[src/rtl/seg_disp_pkg.sv]
// Shared glyph definitions for the seven-segment scan controller.
// Segment patterns are active-low, bit order g..a.
package seg_disp_pkg;

    typedef logic [4:0] glyph_t;

    localparam glyph_t GLYPH_BLANK = 5'd16;
    localparam glyph_t GLYPH_MINUS = 5'd17;

    // Codes 0-15 are hex digits, 16 blank, 17 minus, 18-31 blank.
    localparam logic [6:0] SEG_LUT [32] = '{
        7'h40, 7'h79, 7'h24, 7'h30, 7'h19, 7'h12, 7'h02, 7'h78,
        7'h00, 7'h10, 7'h08, 7'h03, 7'h46, 7'h21, 7'h06, 7'h0E,
        7'h7F, 7'h3F, 7'h7F, 7'h7F, 7'h7F, 7'h7F, 7'h7F, 7'h7F,
        7'h7F, 7'h7F, 7'h7F, 7'h7F, 7'h7F, 7'h7F, 7'h7F, 7'h7F
    };

endpackage

[src/rtl/seg_glyph_decode.sv]
// Combinational glyph decoder: 5-bit glyph code to active-low g..a segments.
module seg_glyph_decode
    import seg_disp_pkg::*;
(
    input  glyph_t     code,
    output logic [6:0] seg
);

    assign seg = SEG_LUT[code];

endmodule

[src/rtl/seg_scan_ctrl.sv]
// Multiplexed seven-segment scan controller with per-source shadow buffers and
// frame-aligned source switching. Define SEG_BLINK_EN to enable per-digit blinking.
module seg_scan_ctrl
    import seg_disp_pkg::*;
#(
    parameter int NUM_DIGITS   = 8,
    parameter int NUM_SRC      = 3,
    parameter int SCAN_DIV     = 100000,
    parameter int DEAD_CYCLES  = 2,
    parameter int BLINK_FRAMES = 64
) (
    input  logic                            clk,
    input  logic                            rst_n,
    input  logic [$clog2(NUM_SRC+1)-1:0]    src_sel,
    input  logic [NUM_SRC-1:0]              src_valid,
    input  logic [NUM_SRC*NUM_DIGITS*5-1:0] src_code,
    input  logic [NUM_SRC*NUM_DIGITS-1:0]   src_dp,
    input  logic [NUM_DIGITS-1:0]           blink_mask,
    output logic [7:0]                      seg,
    output logic [NUM_DIGITS-1:0]           an,
    output logic                            frame_start
);

    localparam int SEL_W = $clog2(NUM_SRC + 1);
    localparam int PW    = (SCAN_DIV > 1) ? $clog2(SCAN_DIV) : 1;
    localparam int DW    = $clog2(NUM_DIGITS);

    localparam logic [SEL_W-1:0] SEL_OFF  = SEL_W'(NUM_SRC);
    localparam logic [PW-1:0]    PRE_LAST = PW'(SCAN_DIV - 1);
    localparam logic [PW-1:0]    PRE_DEAD = PW'(DEAD_CYCLES);
    localparam logic [DW-1:0]    DIG_LAST = DW'(NUM_DIGITS - 1);

    logic [PW-1:0]         presc;
    logic [DW-1:0]         digit;
    logic [SEL_W-1:0]      pending;
    logic [SEL_W-1:0]      active;
    glyph_t                code_q [NUM_SRC][NUM_DIGITS];
    logic [NUM_DIGITS-1:0] dp_q   [NUM_SRC];

    logic       slot_end;
    logic       frame_end;
    logic       lit;
    logic       blink_dark;
    glyph_t     cur_code;
    logic       cur_dp;
    logic [6:0] cur_seg;

    assign slot_end  = (presc == PRE_LAST);
    assign frame_end = slot_end && (digit == DIG_LAST);

    always_ff @(posedge clk) begin
        if (!rst_n) begin
            presc   <= '0;
            digit   <= '0;
            pending <= SEL_OFF;
            active  <= SEL_OFF;
        end else begin
            pending <= src_sel;
            if (slot_end) begin
                presc <= '0;
                digit <= (digit == DIG_LAST) ? '0 : digit + 1'b1;
            end else begin
                presc <= presc + 1'b1;
            end
            // Source switches only land on the frame boundary so no frame is torn.
            if (frame_end) begin
                active <= pending;
            end
        end
    end

    always_ff @(posedge clk) begin
        for (int s = 0; s < NUM_SRC; s++) begin
            if (!rst_n) begin
                dp_q[s] <= '0;
                for (int d = 0; d < NUM_DIGITS; d++) begin
                    code_q[s][d] <= GLYPH_BLANK;
                end
            end else if (src_valid[s]) begin
                dp_q[s] <= src_dp[s*NUM_DIGITS +: NUM_DIGITS];
                for (int d = 0; d < NUM_DIGITS; d++) begin
                    code_q[s][d] <= src_code[(s*NUM_DIGITS+d)*5 +: 5];
                end
            end
        end
    end

`ifdef SEG_BLINK_EN
    localparam int FW = (BLINK_FRAMES > 1) ? $clog2(BLINK_FRAMES) : 1;

    logic [FW-1:0] frame_cnt;
    logic          phase;

    always_ff @(posedge clk) begin
        if (!rst_n) begin
            frame_cnt <= '0;
            phase     <= 1'b0;
        end else if (frame_end) begin
            if (frame_cnt == FW'(BLINK_FRAMES - 1)) begin
                frame_cnt <= '0;
                phase     <= ~phase;
            end else begin
                frame_cnt <= frame_cnt + 1'b1;
            end
        end
    end

    assign blink_dark = phase && blink_mask[digit];
`else
    logic blink_unused;
    assign blink_unused = ^blink_mask;
    assign blink_dark   = 1'b0;
`endif

    always_comb begin
        cur_code = GLYPH_BLANK;
        cur_dp   = 1'b0;
        for (int s = 0; s < NUM_SRC; s++) begin
            if (active == SEL_W'(s)) begin
                cur_code = code_q[s][digit];
                cur_dp   = dp_q[s][digit];
            end
        end
    end

    seg_glyph_decode u_decode (
        .code (cur_code),
        .seg  (cur_seg)
    );

    assign lit = (presc >= PRE_DEAD) && (active < SEL_OFF) && !blink_dark;

    always_ff @(posedge clk) begin
        if (!rst_n) begin
            seg         <= 8'hFF;
            an          <= '1;
            frame_start <= 1'b0;
        end else begin
            frame_start <= (presc == '0) && (digit == '0);
            if (lit) begin
                an  <= ~(NUM_DIGITS'(1) << digit);
                seg <= {~cur_dp, cur_seg};
            end else begin
                an  <= '1;
                seg <= 8'hFF;
            end
        end
    end

endmodule

[config.mk]
export PLATFORM = sky130hd
export DESIGN_NAME = seg_scan_ctrl
export DESIGN_NICKNAME = d
export VERILOG_FILES = /design/src/rtl/seg_disp_pkg.sv /design/src/rtl/seg_glyph_decode.sv /design/src/rtl/seg_scan_ctrl.sv
export SDC_FILE = /design/constraint.sdc
export NUM_CORES = 1
export LEC_CHECK = 0
export CORE_MARGIN = 3
export CORE_UTILIZATION = 41
export DETAILED_ROUTE_END_ITERATION = 8
export GPL_TIMING_DRIVEN = 0
export PLACE_DENSITY = 0.68
export SLEW_MARGIN = 20
export SYNTH_ARGS = -nofsm -noshare
export SYNTH_HDL_FRONTEND = slang
export SYNTH_SLANG_ARGS = --single-unit
[constraint.sdc]
create_clock -name clk -period 6.3 [get_ports clk]
set_input_delay 0.63 -clock clk [delete_from_list [all_inputs] [get_ports clk]]
set_output_delay 0.63 -clock clk [all_outputs]
set_load 0.02 [all_outputs]
Yosys cells after proc, flatten, opt, wreduce, memory -nomap -nowiden --
Memory sizes are Yosys's and may differ from the RTL's. A register that Yosys moved wholly into a read port is not among the register bits. Index checks and enable logic that the tools add are counted.
Storage, ports and cells: memory bits (writable) 144, memory bits (read-only) 224, output and inout port bits 17, flip-flop bits (word level) 41, memories kept 3, logic and storage cells 124
Memories:
- (name not given) | depth 32, bits a word 7, read ports 1, clocked after Yosys merged registers in 1, wr ports 0, RTL line seg_glyph_decode.sv:9 | assign seg = SEG_LUT[code];
- code_q | depth 3, bits a word 40, read ports 3, clocked after Yosys merged registers in 0, wr ports 3, RTL line seg_scan_ctrl.sv:37 | glyph_t code_q [NUM_SRC][NUM_DIGITS];
- dp_q | depth 3, bits a word 8, read ports 3, clocked after Yosys merged registers in 0, wr ports 3, RTL line seg_scan_ctrl.sv:38 | logic [NUM_DIGITS-1:0] dp_q [NUM_SRC];
Operators by class: add/sub/neg operators 2, equal/unequal tests 4, bitwise gates (word level) 32, order comparisons 5, reduce and logical (&&, ||, !) cells 9, shift-type cells 1, muxes and demuxes 61
Operators by type and width (count):
- 2-to-1 mux 5 bit | 33
- binary-select mux 5 bit (select 3 bit) | 3
- bitwise OR 1 bit | 27
- 2-to-1 mux 8 bit | 3
- adder 17 x 1 -> 17 bit (second input constant) | 1
- == test 17 bit (second input constant) | 1
- >= comparator 17 x 2 -> 1 bit (second input constant) | 1
- logical NOT 17 bit | 1
- 2-to-1 mux 1 bit | 16
- 2-to-1 mux 7 bit | 2
- binary-select mux 1 bit (select 3 bit) | 3
- NOT 8 bit | 1
- left shift 1 x 3 -> 8 bit (first input constant) | 1
- >= comparator 6 bit (second input constant) | 1
- NOT 5 -> 6 bit | 1
- >= comparator 4 bit (second input constant) | 1
- < comparator 3 x 4 -> 1 bit (second input constant) | 1
- NOT 3 -> 4 bit | 1
- adder 3 x 1 -> 3 bit (second input constant) | 1
- == test 3 bit (second input constant) | 1
- logical AND 1 bit | 3
- logical NOT 3 bit | 1
- 2-to-1 mux 3 bit | 1
- == test 2 x 1 -> 1 bit (second input constant) | 1
- other kinds (7) | 8

Longest topological paths before layout --
depth in word-level cells 11, mapped depth 12

By module --
Synthesis repeated with hierarchy kept, for this count alone.
Unflattened totals: cell total of the unflattened synthesis 638, area, all modules 8505.7 um^2
By module, submodules not included:
- seg_scan_ctrl | area each 8191.6 um^2, cells each 599, times used 1
- seg_glyph_decode | area each 314.1 um^2, cells each 39, times used 1

Least setup slack after synthesis --
No wires, ideal clock.
path kind register to register, from reg digit[0], to reg seg[3], slack 3.697 ns, required time 6.181 ns, period minus slack after synthesis 2.603 ns, arrival 2.484 ns, library setup time 0.119 ns, stages on the path, launching flop included 12, cells stage by stage dfxtp_1 > buf_6 > buf_12 > mux4_2 > nor2_1 > nor2_1 > a311oi_2 > inv_1 > ha_1 > mux2_2 > mux2i_1 > nand2_1
Between the ends: cells in the longest elaborated chain, start to end 8, elaborated cells between the ends (all ways) 14, those cells by class mux: 12; bitwise: 2
Ends and longest elaborated chain:
- start: declaration | RTL line seg_scan_ctrl.sv:34 | logic [DW-1:0] digit;
- start signal: assignment | RTL line seg_scan_ctrl.sv:61 | digit <= (digit == DIG_LAST) ? '0 : digit + 1'b1;
- NOT 3 -> 4 bit (implied by the code) * | RTL line seg_scan_ctrl.sv:120 | cur_code = code_q[s][digit];
- binary-select mux 5 bit (select 3 bit) | RTL line seg_scan_ctrl.sv:120
- 2-to-1 mux 5 bit (implied by the code) (2 in a row) | RTL line seg_scan_ctrl.sv:120
- 2-to-1 mux 5 bit (2 in a row) | RTL line seg_scan_ctrl.sv:119 | if (active == SEL_W'(s)) begin
- 2-to-1 mux 5 bit * | RTL line seg_scan_ctrl.sv:119
- NOT 5 -> 6 bit (implied by the code) * | RTL line seg_glyph_decode.sv:9
- end: declaration | RTL line seg_scan_ctrl.sv:19 | output logic [7:0] seg,
Every way passes the cells marked *; elsewhere a longest branch is shown, timed or not. The select of a mux whose other input is x is not followed. A chain may end at the register's enable or synchronous reset.

Worst setup path after layout --
from reg digit[1], to reg seg[3]
The elaborated chain is that of the path after synthesis.

==> metrics.yaml <==
outcome: "finished clean"
drtIter0Drc: 407
cts-resized-gates: 0
worst_slew_pin_slew_ns: 0.7726
syn_inst: 611
vdd_drop_max_mv: 0.1517
synthesis.area_um2: 8451
hold_depth: 2
clk_path_buf_depth: 2
first_pass_iters: 5
die_x_um: 149.6
cts_root_buffer: "clkbuf_16"
rows: 51
p_per_area_nw_per_um2: 243.2
fin_crit_ns: 3.340
setup_tns_ns: 0
yosysWarnings: 0
r2r_end: "seg[3]"
layout-drive-gt1-share: 0.1466
num_antenna_cells: 0
clk_latency_ns: 0.44
path_common_cell: "nor2_1"
grtUsageTotal: 0.1916
synth_top_family_by_area: "simple AND/OR/NAND/NOR gates"
rsz0062_at_grt: "false"
yosysSeqAreaShare: 0.6088
ys_ff_latch: 185
gp_congestion: 0.8516
p_leak_nw: 4.445
r2r_cells: 10
antenna_found_initial: 0
rrSetupSlack_ns: 2.96
fin_crit_sh: 0.5302
viasPerCell: 5.285
muxShareOfSynthArea: 0.1187
clk_pin_slew_ns: 0.07
holdCritStartpoint: "pending[1]"
h-tree-depth: 4
vias: 5692
setup_viol: 0
synth_xor_area_frac: 0.01555
synth_nets: 785
synth-compound-area-share: 0.02991
drt-total-wl_mm: 20.71
start_util: 0.4258
area_growth_pct: 31.45
yosysUniqueCellTypes: 55
finalNonFillerCells: 1077
drv_cap: 0
dp_hpwl_mm: 16.03
synth_edf_count: 144
reg2reg_from: "digit[1]"
core_area_um2: 19850
die_area_um2: 22370
grt_max_degree: 33
finalNetCount: 973
cts_hold_buf: 0
synthSimpleGateAreaFrac: 0.1720
grt.overflow.total: 0
clock-skew-final_ns: 0.004646
wl_per_cell_um: 19.23
antenna_left: 0
async_flop_share: 0
route.detailed.drc: 0
slew_headroom: 0.4810
die_y_um: 149.6
dp.cells: 1045
path_cells: "buf_1 > mux4_2 > nor2_1 > nor2_1 > a311oi_2 > inv_1 > ha_1 > mux2_2 > mux2i_1 > nand2_1"
post_cts_buffers: 0
cts_tree: "done"
timing.fmax_mhz: 299.4
cp.required_ns: 6.63
endpoint_kind: "register"
start_kind: "register"
slowest_delay_ns: 0.61
synth_flop_cell: "edfxtp_1"
grt_pass1_wl_mm: 32.26
path_max_fanout: 10
final-max-slew-violation-count: 0
ioPinCount: 176
io_buffers: 166
hold_violations: 0
cts_buffers: 17
whs_endpoint: "active[1]"
cp.arrival_ns: 3.67
cp_slowest_cell: "buf_1"
synth_fa_ha_area_frac: 0.02221
grt_pass1_vias: 5904
postSynthAreaPerCell_um2: 13.83
min_path_type: "register to register"
crit_type: "register to register"
cts.sinks: 185
[critical path: cells and delay by family (launching register included)]
family / cells / cell delay, ns
and+or+nand+nor: 3 / 0.29
adders and majority gates: 1 / 0.27
buffers and inverters: 2 / 0.79
DFF: 1 / 0.48
muxes: 3 / 0.86
AOI/OAI and AO/OA: 1 / 0.54
[Yosys cell counts (2+ instances only)]
cell type / n / area, um2
xor2_1: 10 / 87.58
a22oi_2: 2 / 25.02
a21oi_1: 3 / 15.01
ha_1: 15 / 187.7
or2_2: 25 / 156.4
mux4_2: 33 / 743.2
and2_1: 2 / 12.51
o211ai_1: 2 / 15.01
nor3b_1: 3 / 22.52
nor4_1: 3 / 18.77
and3_1: 124 / 775.7
a31oi_1: 2 / 12.51
dfxtp_1: 41 / 820.8
o221ai_1: 2 / 17.52
nand3_1: 11 / 55.05
buf_2: 4 / 20.02
nand4_1: 5 / 31.28
and3b_1: 2 / 17.52
xnor2_1: 5 / 43.79
nand2_1: 34 / 127.6
mux2i_1: 17 / 170.2
mux4_1: 3 / 78.83
inv_1: 13 / 48.80
nor2_1: 29 / 108.9
edfxtp_1: 144 / 4324
nand2b_1: 6 / 37.54
nor3_1: 7 / 35.03
nor2b_1: 3 / 18.77
o21a_1: 2 / 15.01
clkbuf_1: 30 / 112.6
buf_6: 5 / 56.30
[layout by cell type, fill, tap and decap left out, types with 4 or more instances in the layout]
cell / synthesis / layout
clkbuf_1: 30 / 30
nand2_1: 34 / 34
buf_2: 4 / 4
dfxtp_1: 41 / 41
clkdlybuf4s50_1: 0 / 166
edfxtp_1: 144 / 144
clkbuf_16: 0 / 17
inv_8: 0 / 5
inv_6: 0 / 4
xnor2_1: 5 / 5
ha_1: 15 / 15
buf_6: 5 / 5
inv_1: 13 / 13
and3_1: 124 / 124
nand4_1: 5 / 5
nor3_1: 7 / 7
mux2i_1: 17 / 17
xor2_1: 10 / 10
nor2_1: 29 / 29
or2_2: 25 / 25
nand3_1: 11 / 11
mux4_2: 33 / 33
[cell type report]
type | count | area [um2]
clock inverters | 15 | 156.4
fillers | 1586 | 8737
inverters | 13 | 48.80
well taps | 265 | 331.6
multi-input cells | 370 | 3037
plain buffers | 43 | 227.7
flip-flops and latches | 185 | 5145
repair buffers | 169 | 1737
clock buffers | 17 | 425.4
[report_power, final]
| group | internal [mW] | leakage (nW) | switching [mW] |
|---|---|---|---|
| Clock | 0.562 | 0.278 | 0.489 |
| Sequential | 1.40 | 1.85 | 0.0222 |
| Combinational | 0.139 | 2.32 | 0.0903 |
[metrics by stage]
stage	power (mW)	cell area (um2)	utilization	setup slack [ns]	hold slack, ns
after CTS	2.717	11110	0.5597	2.986	0.4601
after detailed placement	1.679	10530	0.5304	2.975	0.4398
after global routing	2.794	11110	0.5597	2.809	0.4815
after floorplan	1.533	8451	-	3.697	0.4177
final	2.701	11110	0.5597	2.960	0.4609
after global placement	1.665	10440	0.5263	2.891	0.4309
[state kept, by name, indices dropped and copies added (netlist names)]
register     flops
active           2
an               8
code_q         120
digit            3
dp_q            24
frame_start      1
pending          2
presc           17
seg              8
[worst max path at each step]
stage,start,end,slack [ns]
3_3_place_gp,rst_n,dp_q[0][0],2.89
2_1_floorplan,digit[0],seg[3],3.70
6_report,digit[1],seg[3],2.96
5_1_grt,digit[1],seg[3],2.81
3_5_place_dp,digit[1],seg[3],2.98
4_1_cts,digit[1],seg[3],2.99
[metal layers]
layer / vias to the layer above / global-route usage / wire length [um]
met5: - / 0 / 0
met3: 29 / 0.03543 / 976
met4: 0 / 0.06957 / 406
met2: 199 / 0.3235 / 10560
li1: 2687 / - / -
met1: 2777 / 0.2487 / 8768
[cells by family (layout without fill, tap and decap cells)]
family,count (synthesis),in the layout
AOI/OAI and AO/OA,28,28
buffers and inverters,56,257
DFF,185,185
muxes,54,54
xor gates and xnor gates,15,15
and+or+nand+nor,258,258
adders and majority gates,15,15
Note: power is estimated with default switching activity, not from simulation.
